--- config.mk ---
export PLATFORM = sky130hd
export DESIGN_NAME = ps2_key_decoder
export DESIGN_NICKNAME = d
export VERILOG_FILES = /design/src/rtl/ps2_pkg.sv /design/src/rtl/ps2_scan_to_ascii.sv /design/src/rtl/ps2_key_decoder.sv
export SDC_FILE = /design/constraint.sdc
export NUM_CORES = 1
export LEC_CHECK = 0
export CAP_MARGIN = 25
export CORE_MARGIN = 4
export CORE_UTILIZATION = 50
export DETAILED_ROUTE_END_ITERATION = 8
export GPL_TIMING_DRIVEN = 0
export PLACE_DENSITY = 0.73
export SYNTH_ARGS = -nofsm -noshare
export SYNTH_HDL_FRONTEND = slang
export SYNTH_HIERARCHICAL = 1
export SYNTH_SLANG_ARGS = --single-unit
--- constraint.sdc ---
create_clock -name clk -period 2.74 [get_ports clk]
set_input_delay 0.548 -clock clk [delete_from_list [all_inputs] [get_ports clk]]
set_output_delay 0.548 -clock clk [all_outputs]
set_load 0.01 [all_outputs]
--- src/rtl/ps2_pkg.sv ---
// Shared constants for the PS/2 key decoder: prefix/discard/modifier scan codes,
// prefix FSM encoding and the bit layout of a queued key event.
package ps2_pkg;

  localparam logic [7:0] CODE_E0 = 8'hE0;
  localparam logic [7:0] CODE_F0 = 8'hF0;
  localparam logic [7:0] CODE_E1 = 8'hE1;
  localparam logic [7:0] CODE_AA = 8'hAA;
  localparam logic [7:0] CODE_FA = 8'hFA;
  localparam logic [7:0] CODE_FE = 8'hFE;
  localparam logic [7:0] CODE_EE = 8'hEE;
  localparam logic [7:0] CODE_00 = 8'h00;
  localparam logic [7:0] CODE_FF = 8'hFF;

  localparam logic [7:0] CODE_LSHIFT = 8'h12;
  localparam logic [7:0] CODE_RSHIFT = 8'h59;
  localparam logic [7:0] CODE_CTRL   = 8'h14;
  localparam logic [7:0] CODE_CAPS   = 8'h58;

  // Pause/Break sends E1 followed by seven more bytes that carry no key event.
  localparam logic [2:0] PAUSE_SKIP = 3'd7;

  typedef enum logic [2:0] {
    S_IDLE,
    S_EXT,
    S_BRK,
    S_EXT_BRK,
    S_PAUSE
  } state_t;

  localparam int ENTRY_W   = 20;
  localparam int ASCII_LSB = 0;
  localparam int CODE_LSB  = 8;
  localparam int BIT_BRK   = 16;
  localparam int BIT_EXT   = 17;
  localparam int BIT_SHIFT = 18;
  localparam int BIT_CTRL  = 19;

  function automatic logic is_discard(input logic [7:0] code);
    return (code == CODE_AA) || (code == CODE_FA) || (code == CODE_FE) ||
           (code == CODE_EE) || (code == CODE_00) || (code == CODE_FF);
  endfunction

endpackage

--- src/rtl/ps2_scan_to_ascii.sv ---
// Combinational set-2 scan code to ASCII translation for non-extended codes.
// Unmapped codes give 8'h00.
module ps2_scan_to_ascii (
  input  logic [7:0] code,
  input  logic       shift,
  input  logic       caps,
  output logic [7:0] ascii
);

  logic [7:0] letter;

  always_comb begin
    ascii  = 8'h00;
    letter = 8'h00;
    case (code)
      8'h1C: letter = 8'h61; 8'h32: letter = 8'h62; 8'h21: letter = 8'h63;
      8'h23: letter = 8'h64; 8'h24: letter = 8'h65; 8'h2B: letter = 8'h66;
      8'h34: letter = 8'h67; 8'h33: letter = 8'h68; 8'h43: letter = 8'h69;
      8'h3B: letter = 8'h6A; 8'h42: letter = 8'h6B; 8'h4B: letter = 8'h6C;
      8'h3A: letter = 8'h6D; 8'h31: letter = 8'h6E; 8'h44: letter = 8'h6F;
      8'h4D: letter = 8'h70; 8'h15: letter = 8'h71; 8'h2D: letter = 8'h72;
      8'h1B: letter = 8'h73; 8'h2C: letter = 8'h74; 8'h3C: letter = 8'h75;
      8'h2A: letter = 8'h76; 8'h1D: letter = 8'h77; 8'h22: letter = 8'h78;
      8'h35: letter = 8'h79; 8'h1A: letter = 8'h7A;
      8'h16: ascii = shift ? 8'h21 : 8'h31;
      8'h1E: ascii = shift ? 8'h40 : 8'h32;
      8'h26: ascii = shift ? 8'h23 : 8'h33;
      8'h25: ascii = shift ? 8'h24 : 8'h34;
      8'h2E: ascii = shift ? 8'h25 : 8'h35;
      8'h36: ascii = shift ? 8'h5E : 8'h36;
      8'h3D: ascii = shift ? 8'h26 : 8'h37;
      8'h3E: ascii = shift ? 8'h2A : 8'h38;
      8'h46: ascii = shift ? 8'h28 : 8'h39;
      8'h45: ascii = shift ? 8'h29 : 8'h30;
      8'h29: ascii = 8'h20;
      8'h5A: ascii = 8'h0D;
      8'h66: ascii = 8'h08;
      8'h0D: ascii = 8'h09;
      8'h76: ascii = 8'h1B;
      default: ascii = 8'h00;
    endcase
    // Letters are lowercase in the table; shift and caps cancel each other.
    if (letter != 8'h00) ascii = (shift ^ caps) ? (letter - 8'h20) : letter;
  end

endmodule

--- src/rtl/ps2_key_decoder.sv ---
// PS/2 set-2 key decoder: prefix FSM, modifier tracking, ASCII translation and a
// show-ahead event FIFO read by the CPU.
module ps2_key_decoder
  import ps2_pkg::*;
#(
  parameter int FIFO_DEPTH = 8,
  parameter int ADDR_W     = 3
) (
  input  logic                clk,
  input  logic                reset,
  input  logic [7:0]          i_code,
  input  logic                i_code_valid,
  input  logic                i_rx_error,
  input  logic                i_rd,
  input  logic                i_clr_ovf,
  output logic [ENTRY_W-1:0]  o_rd_data,
  output logic                o_empty,
  output logic                o_full,
  output logic [ADDR_W:0]     o_count,
  output logic                o_overflow,
  output logic                o_irq
);

  state_t state_q, state_d;
  logic [2:0] skip_q, skip_d;
  logic shift_q, shift_d, ctrl_q, ctrl_d, caps_q, caps_d;
  logic fin, fin_ext, fin_brk;
  logic is_shift, is_ctrl, is_caps, push_d;
  logic [7:0] ascii;
  logic [ENTRY_W-1:0] entry_d;

  logic                evt_valid_q;
  logic [ENTRY_W-1:0]  evt_q;
  logic [ENTRY_W-1:0]  mem [FIFO_DEPTH];
  logic [ADDR_W-1:0]   wr_ptr_q, rd_ptr_q;
  logic [ADDR_W:0]     count_q;
  logic                ovf_q;
  logic                full, empty, pop, do_push, ovf_set;

  ps2_scan_to_ascii u_ascii (
    .code  (i_code),
    .shift (shift_q),
    .caps  (caps_q),
    .ascii (ascii)
  );

  always_comb begin
    state_d = state_q;
    skip_d  = skip_q;
    fin     = 1'b0;
    fin_ext = 1'b0;
    fin_brk = 1'b0;
    if (i_rx_error) begin
      state_d = S_IDLE;
    end else if (i_code_valid) begin
      case (state_q)
        S_IDLE: begin
          if (i_code == CODE_E0) state_d = S_EXT;
          else if (i_code == CODE_F0) state_d = S_BRK;
          else if (i_code == CODE_E1) begin
            state_d = S_PAUSE;
            skip_d  = PAUSE_SKIP;
          end else if (!is_discard(i_code)) fin = 1'b1;
        end
        S_EXT: begin
          if (i_code == CODE_F0) state_d = S_EXT_BRK;
          else begin
            fin     = 1'b1;
            fin_ext = 1'b1;
            state_d = S_IDLE;
          end
        end
        S_BRK: begin
          fin     = 1'b1;
          fin_brk = 1'b1;
          state_d = S_IDLE;
        end
        S_EXT_BRK: begin
          fin     = 1'b1;
          fin_ext = 1'b1;
          fin_brk = 1'b1;
          state_d = S_IDLE;
        end
        S_PAUSE: begin
          skip_d = skip_q - 3'd1;
          if (skip_d == 3'd0) state_d = S_IDLE;
        end
        default: state_d = S_IDLE;
      endcase
    end
  end

  // Modifier keys are absorbed; the queued entry records the state before this event.
  always_comb begin
    is_shift = fin && !fin_ext && ((i_code == CODE_LSHIFT) || (i_code == CODE_RSHIFT));
    is_ctrl  = fin && (i_code == CODE_CTRL);
    is_caps  = fin && !fin_ext && (i_code == CODE_CAPS);
    shift_d  = is_shift ? !fin_brk : shift_q;
    ctrl_d   = is_ctrl ? !fin_brk : ctrl_q;
    caps_d   = (is_caps && !fin_brk) ? !caps_q : caps_q;
    push_d   = fin && !is_shift && !is_ctrl && !is_caps;
    entry_d  = '0;
    entry_d[BIT_CTRL]             = ctrl_q;
    entry_d[BIT_SHIFT]            = shift_q;
    entry_d[BIT_EXT]              = fin_ext;
    entry_d[BIT_BRK]              = fin_brk;
    entry_d[CODE_LSB +: 8]        = i_code;
    entry_d[ASCII_LSB +: 8]       = fin_ext ? 8'h00 : ascii;
  end

  always_ff @(posedge clk) begin
    if (reset) begin
      state_q     <= S_IDLE;
      skip_q      <= 3'd0;
      shift_q     <= 1'b0;
      ctrl_q      <= 1'b0;
      caps_q      <= 1'b0;
      evt_valid_q <= 1'b0;
      evt_q       <= '0;
    end else begin
      state_q     <= state_d;
      skip_q      <= skip_d;
      shift_q     <= shift_d;
      ctrl_q      <= ctrl_d;
      caps_q      <= caps_d;
      evt_valid_q <= push_d;
      evt_q       <= entry_d;
    end
  end

  assign full    = (count_q == (ADDR_W+1)'(FIFO_DEPTH));
  assign empty   = (count_q == '0);
  assign pop     = i_rd && !empty;
  assign do_push = evt_valid_q && (!full || pop);
  assign ovf_set = evt_valid_q && full && !pop;

  always_ff @(posedge clk) begin
    if (do_push) mem[wr_ptr_q] <= evt_q;
  end

  always_ff @(posedge clk) begin
    if (reset) begin
      wr_ptr_q <= '0;
      rd_ptr_q <= '0;
      count_q  <= '0;
      ovf_q    <= 1'b0;
    end else begin
      if (do_push) wr_ptr_q <= wr_ptr_q + 1'b1;
      if (pop) rd_ptr_q <= rd_ptr_q + 1'b1;
      if (do_push && !pop) count_q <= count_q + 1'b1;
      else if (pop && !do_push) count_q <= count_q - 1'b1;
      if (ovf_set) ovf_q <= 1'b1;
      else if (i_clr_ovf) ovf_q <= 1'b0;
    end
  end

  assign o_rd_data  = empty ? '0 : mem[rd_ptr_q];
  assign o_empty    = empty;
  assign o_full     = full;
  assign o_count    = count_q;
  assign o_overflow = ovf_q;
  assign o_irq      = !empty;

endmodule

==> metrics.md <==
| Metric | Value |
|---|---|
| CTS Buf Count | 20 |
| Synth unique cells | 70 |
| Adder-cell share of the synthesized area | 0.0149 |
| Final HPWL from detailed placement | 13000 um |
| Core footprint | 17400 um2 |
| Clk_skew | 0.0158 ns |
| Pre-antenna DRT Iters | 5 |
| FF-to-FF End | o_count[3] |
| Setup TNS | 0 ns |
| Combinational family with the most area after synthesis | multiplexers |
| Die Y-Extent | 141 um |
| Clock latency on the worst-skew pair | 0.50 ns |
| N_diodes | 0 |
| Placer Congestion | 0.869 |
| Die ar. | 19900 um2 |
| Nets | 721 |
| CTS tree | built |
| Syn Area/Cell | 14.6 um2 |
| Count of state elements after synthesis | 204 |
| Dominant synthesized flop cell | edfxtp_1 |
| Kind of critical path | flop to output pin |
| Sink Count | 204 |
| Antenna violations before repair | 0 |
| MaxCap Viol Count | 0 |
| Flop pwr share | 0.401 |
| Min-delay worst type | primary input to flop |
| Final min period | 2.71 ns |
| Mux share of post-synthesis cell area | 0.131 |
| Count leader, synth | edfxtp_1 |
| Logic pwr share | 0.307 |
| Compound-Gate Fraction of Synth Area | 0.0616 |
| Area growth syn-to-layout | 20.3% |
| Via count | 5557 |
| Die width | 141 um |
| Power Dens Cells | 824 nW/um2 |
| Yosys warning count | 6 |
| Pint | 6.34 mW |
| Clock slew seen by the registers of the worst setup and hold paths | 0.06 ns |
| Worst EP arrival | 2.16 ns |
| Sw frac | 0.280 |
| Net count after synthesis | 633 |
| CP required | 2.19 ns |
| EDFF count, synth | 160 |
| Slew @ Worst Pin | 0.737 ns |
| Synth Area in Simple Gates | 0.119 |
| Synth cell count leaders | 160 x edfxtp_1, 54 x nor2_1, 44 x dfxtp_1 |
| Fin area | 10700 um2 |
| Yosys top cell area share | 0.541 |
| Unrepaired setup endpoints after global routing | yes |
| VDD IR-drop max | 504 uV |
| Global-route wire length before repair | 31200 um |
| Met3 WL | 1130 um |
| Power share of the clock group | 0.292 |
| Clock Tree Buf Depth | 3 |
| Remaining routing DRC violations | 0 |
| Fin. Hold Viols | 0 |
| Hold-fix buffers, CTS | 0 |
| R2R Path Start | o_count[0] |
| Wirelength, routed | 20200 um |
| Fin crit share | 0.987 |
| GRT Total Usage | 0.202 |
| Num ports | 42 |
| Synth area leader | edfxtp_1 |
| Vias per cell | 5.94 |
| CP endpoint kind | output pin |
| Status | finished, final reports clean |
| Top post-synthesis cells by area | edfxtp_1 54%, mux4_2 10%, dfxtp_1 9.9%, mux2i_1 2.9%, nor2_1 2.3% |
| Worst reg2reg setup slack | 0.12 ns |
| Fin. max-slew vios | 0 |
| CP max FO | 8 |
| Fraction of registers with async set/reset | 0 |
| Nature of the critical path startpoint | flop |
| Switching Power | 2.47 mW |
| Port-buffer cells | 41 |
| GRT overflow | 0 |
| Relative slew margins | 0.508 |
| Routed met1 length | 8410 um |
| Largest net degree at the start of global routing | 16 |
| Met2 Wirelength | 10300 um |
| Register area share after synthesis | 0.641 |
| Core Rows | 48 |
| Vias in the first global route | 5524 |
| Uppermost layer routed | met4 |
| Initial core utilization | 0.511 |
| Cells after synthesis | 609 |
| DRT antenna net count | 0 |
| Worst Setup EP | o_rd_data[7] |
| WL/cell | 21.6 um |
| Fmax | 370 MHz |
| Final setup viols | 0 |
| # H-tree levels | 1 |
| Cells on worst reg2reg path | 11 |
| XOR/XNOR Fraction of Synth Area | 0.00987 |
| Area of placed instances | 9740 um2 |
| CTS root buf | clkbuf_16 |
| Initial DRC count | 407 |
| Leak pwr | 3.61 nW |
| Cell area after synthesis | 8880 um2 |
| Layout cells sized above 1 | 0.248 |
## how the worst min path moves through the flow
| stage | start | endpoint | slack (ns) | cells past startpoint |
|---|---|---|---|---|
| final | i_code[5] | evt_q[13] | 0.43 | 2 |
| after global routing | i_code[5] | evt_q[13] | 0.42 | 2 |
| after CTS | o_overflow | o_overflow | 0.47 | 2 |
| after detailed placement | o_overflow | o_overflow | 0.46 | 2 |
| after global placement | o_overflow | o_overflow | 0.47 | 2 |
| after floorplan | ctrl_q | evt_q[19] | 0.44 | 1 |
## cells in the final DEF, fill, tap and decap left out, types with 6 or more instances in the layout
cell               n
inv_1             10
nand3_1           15
clkbuf_1          12
nor2_1            47
o21ai_0           11
nand2b_1          15
clkdlybuf4s15_1    8
clkbuf_16         21
nor2b_1           12
nor2_2             7
clkbuf_2          21
ha_1               8
a21oi_1           23
and2_1             8
buf_8              7
edfxtp_1         160
xor2_1             6
or3_1              7
nor3_1            13
mux2i_1           21
buf_4             18
mux4_2            40
nand2_1           27
clkdlybuf4s50_1   13
buf_12             6
dfxtp_1           41
## state kept, by name (all words and copies together), names as in the netlist, named ones only
| register | cells |
|---|---|
| evt_q | 20 |
| o_overflow | 1 |
| o_count | 4 |
| wr_ptr_q | 3 |
| caps_q | 1 |
| ctrl_q | 1 |
| state_q | 3 |
| mem | 160 |
| skip_q | 3 |
| evt_valid_q | 1 |
| shift_q | 1 |
| rd_ptr_q | 3 |
## kinds of logic (layout without fill, tap and decap cells)
logic type,count (synthesis),after routing
and+or+nand+nor,190,190
muxes,66,66
xor gates and xnor gates,10,10
adders and majority gates,10,10
DFF,204,204
AOI/OAI and AO/OA,82,82
buffers and inverters,47,148
## through the flow
| step | hold slack, ns | utilization | setup slack (ns) | std cells | total power, mW |
|---|---|---|---|---|---|
| final | 0.429 | 0.615 | 0.0348 | 935 | 8.80 |
| after detailed placement | 0.465 | 0.561 | -0.867 | 883 | 5.88 |
| after global routing | 0.424 | 0.615 | -0.0540 | 935 | 9.19 |
| after global placement | 0.468 | 0.552 | -1.13 | 875 | 5.83 |
| after CTS | 0.473 | 0.608 | -0.0266 | 924 | 8.63 |
| after floorplan | 0.438 | - | 0.0968 | 609 | 4.92 |
## power by group through the flow
stage / clock network (mW) / logic [mW] / registers (mW)
final: 2.57 / 2.70 / 3.53
after global routing: 2.73 / 2.92 / 3.55
after CTS: 2.59 / 2.51 / 3.52
after detailed placement: 0 / 2.33 / 3.55
after global placement: 0 / 2.29 / 3.54
after floorplan: 0 / 1.39 / 3.53
## critical path, stage by stage (launching register included)
cell and delay, ns:
dfxtp_4 0.48, buf_12 0.17, buf_6 0.11, mux4_2 0.50
mux2i_2 0.20, nor2_1 0.06, buf_2 0.14
## routing by layer
metal,vias up,GRT usage
met5,-,0
met4,0,0.0495
met3,34,0.0275
met2,188,0.345
met1,2807,0.276
li1,2528,-
## final cells by class
class,instances,area [um2]
multi-input cells,358,3100
repair buffers,68,689
flip-flops and latches,204,5690
clock inverters,9,85.1
clock buffers,26,523
plain buffers,34,263
inverters,11,43.8
well taps,225,282
fillers,1282,6680
## what timing repair did
item	4_1_cts	5_1_grt
resized for setup	82	55
endpoints found under the setup margin	25	23
pin swaps	2	1
endpoints found under the hold margin	0	0
buffers inserted	7	10
gates cloned	1	1
(Power assumes the default switching activity.)
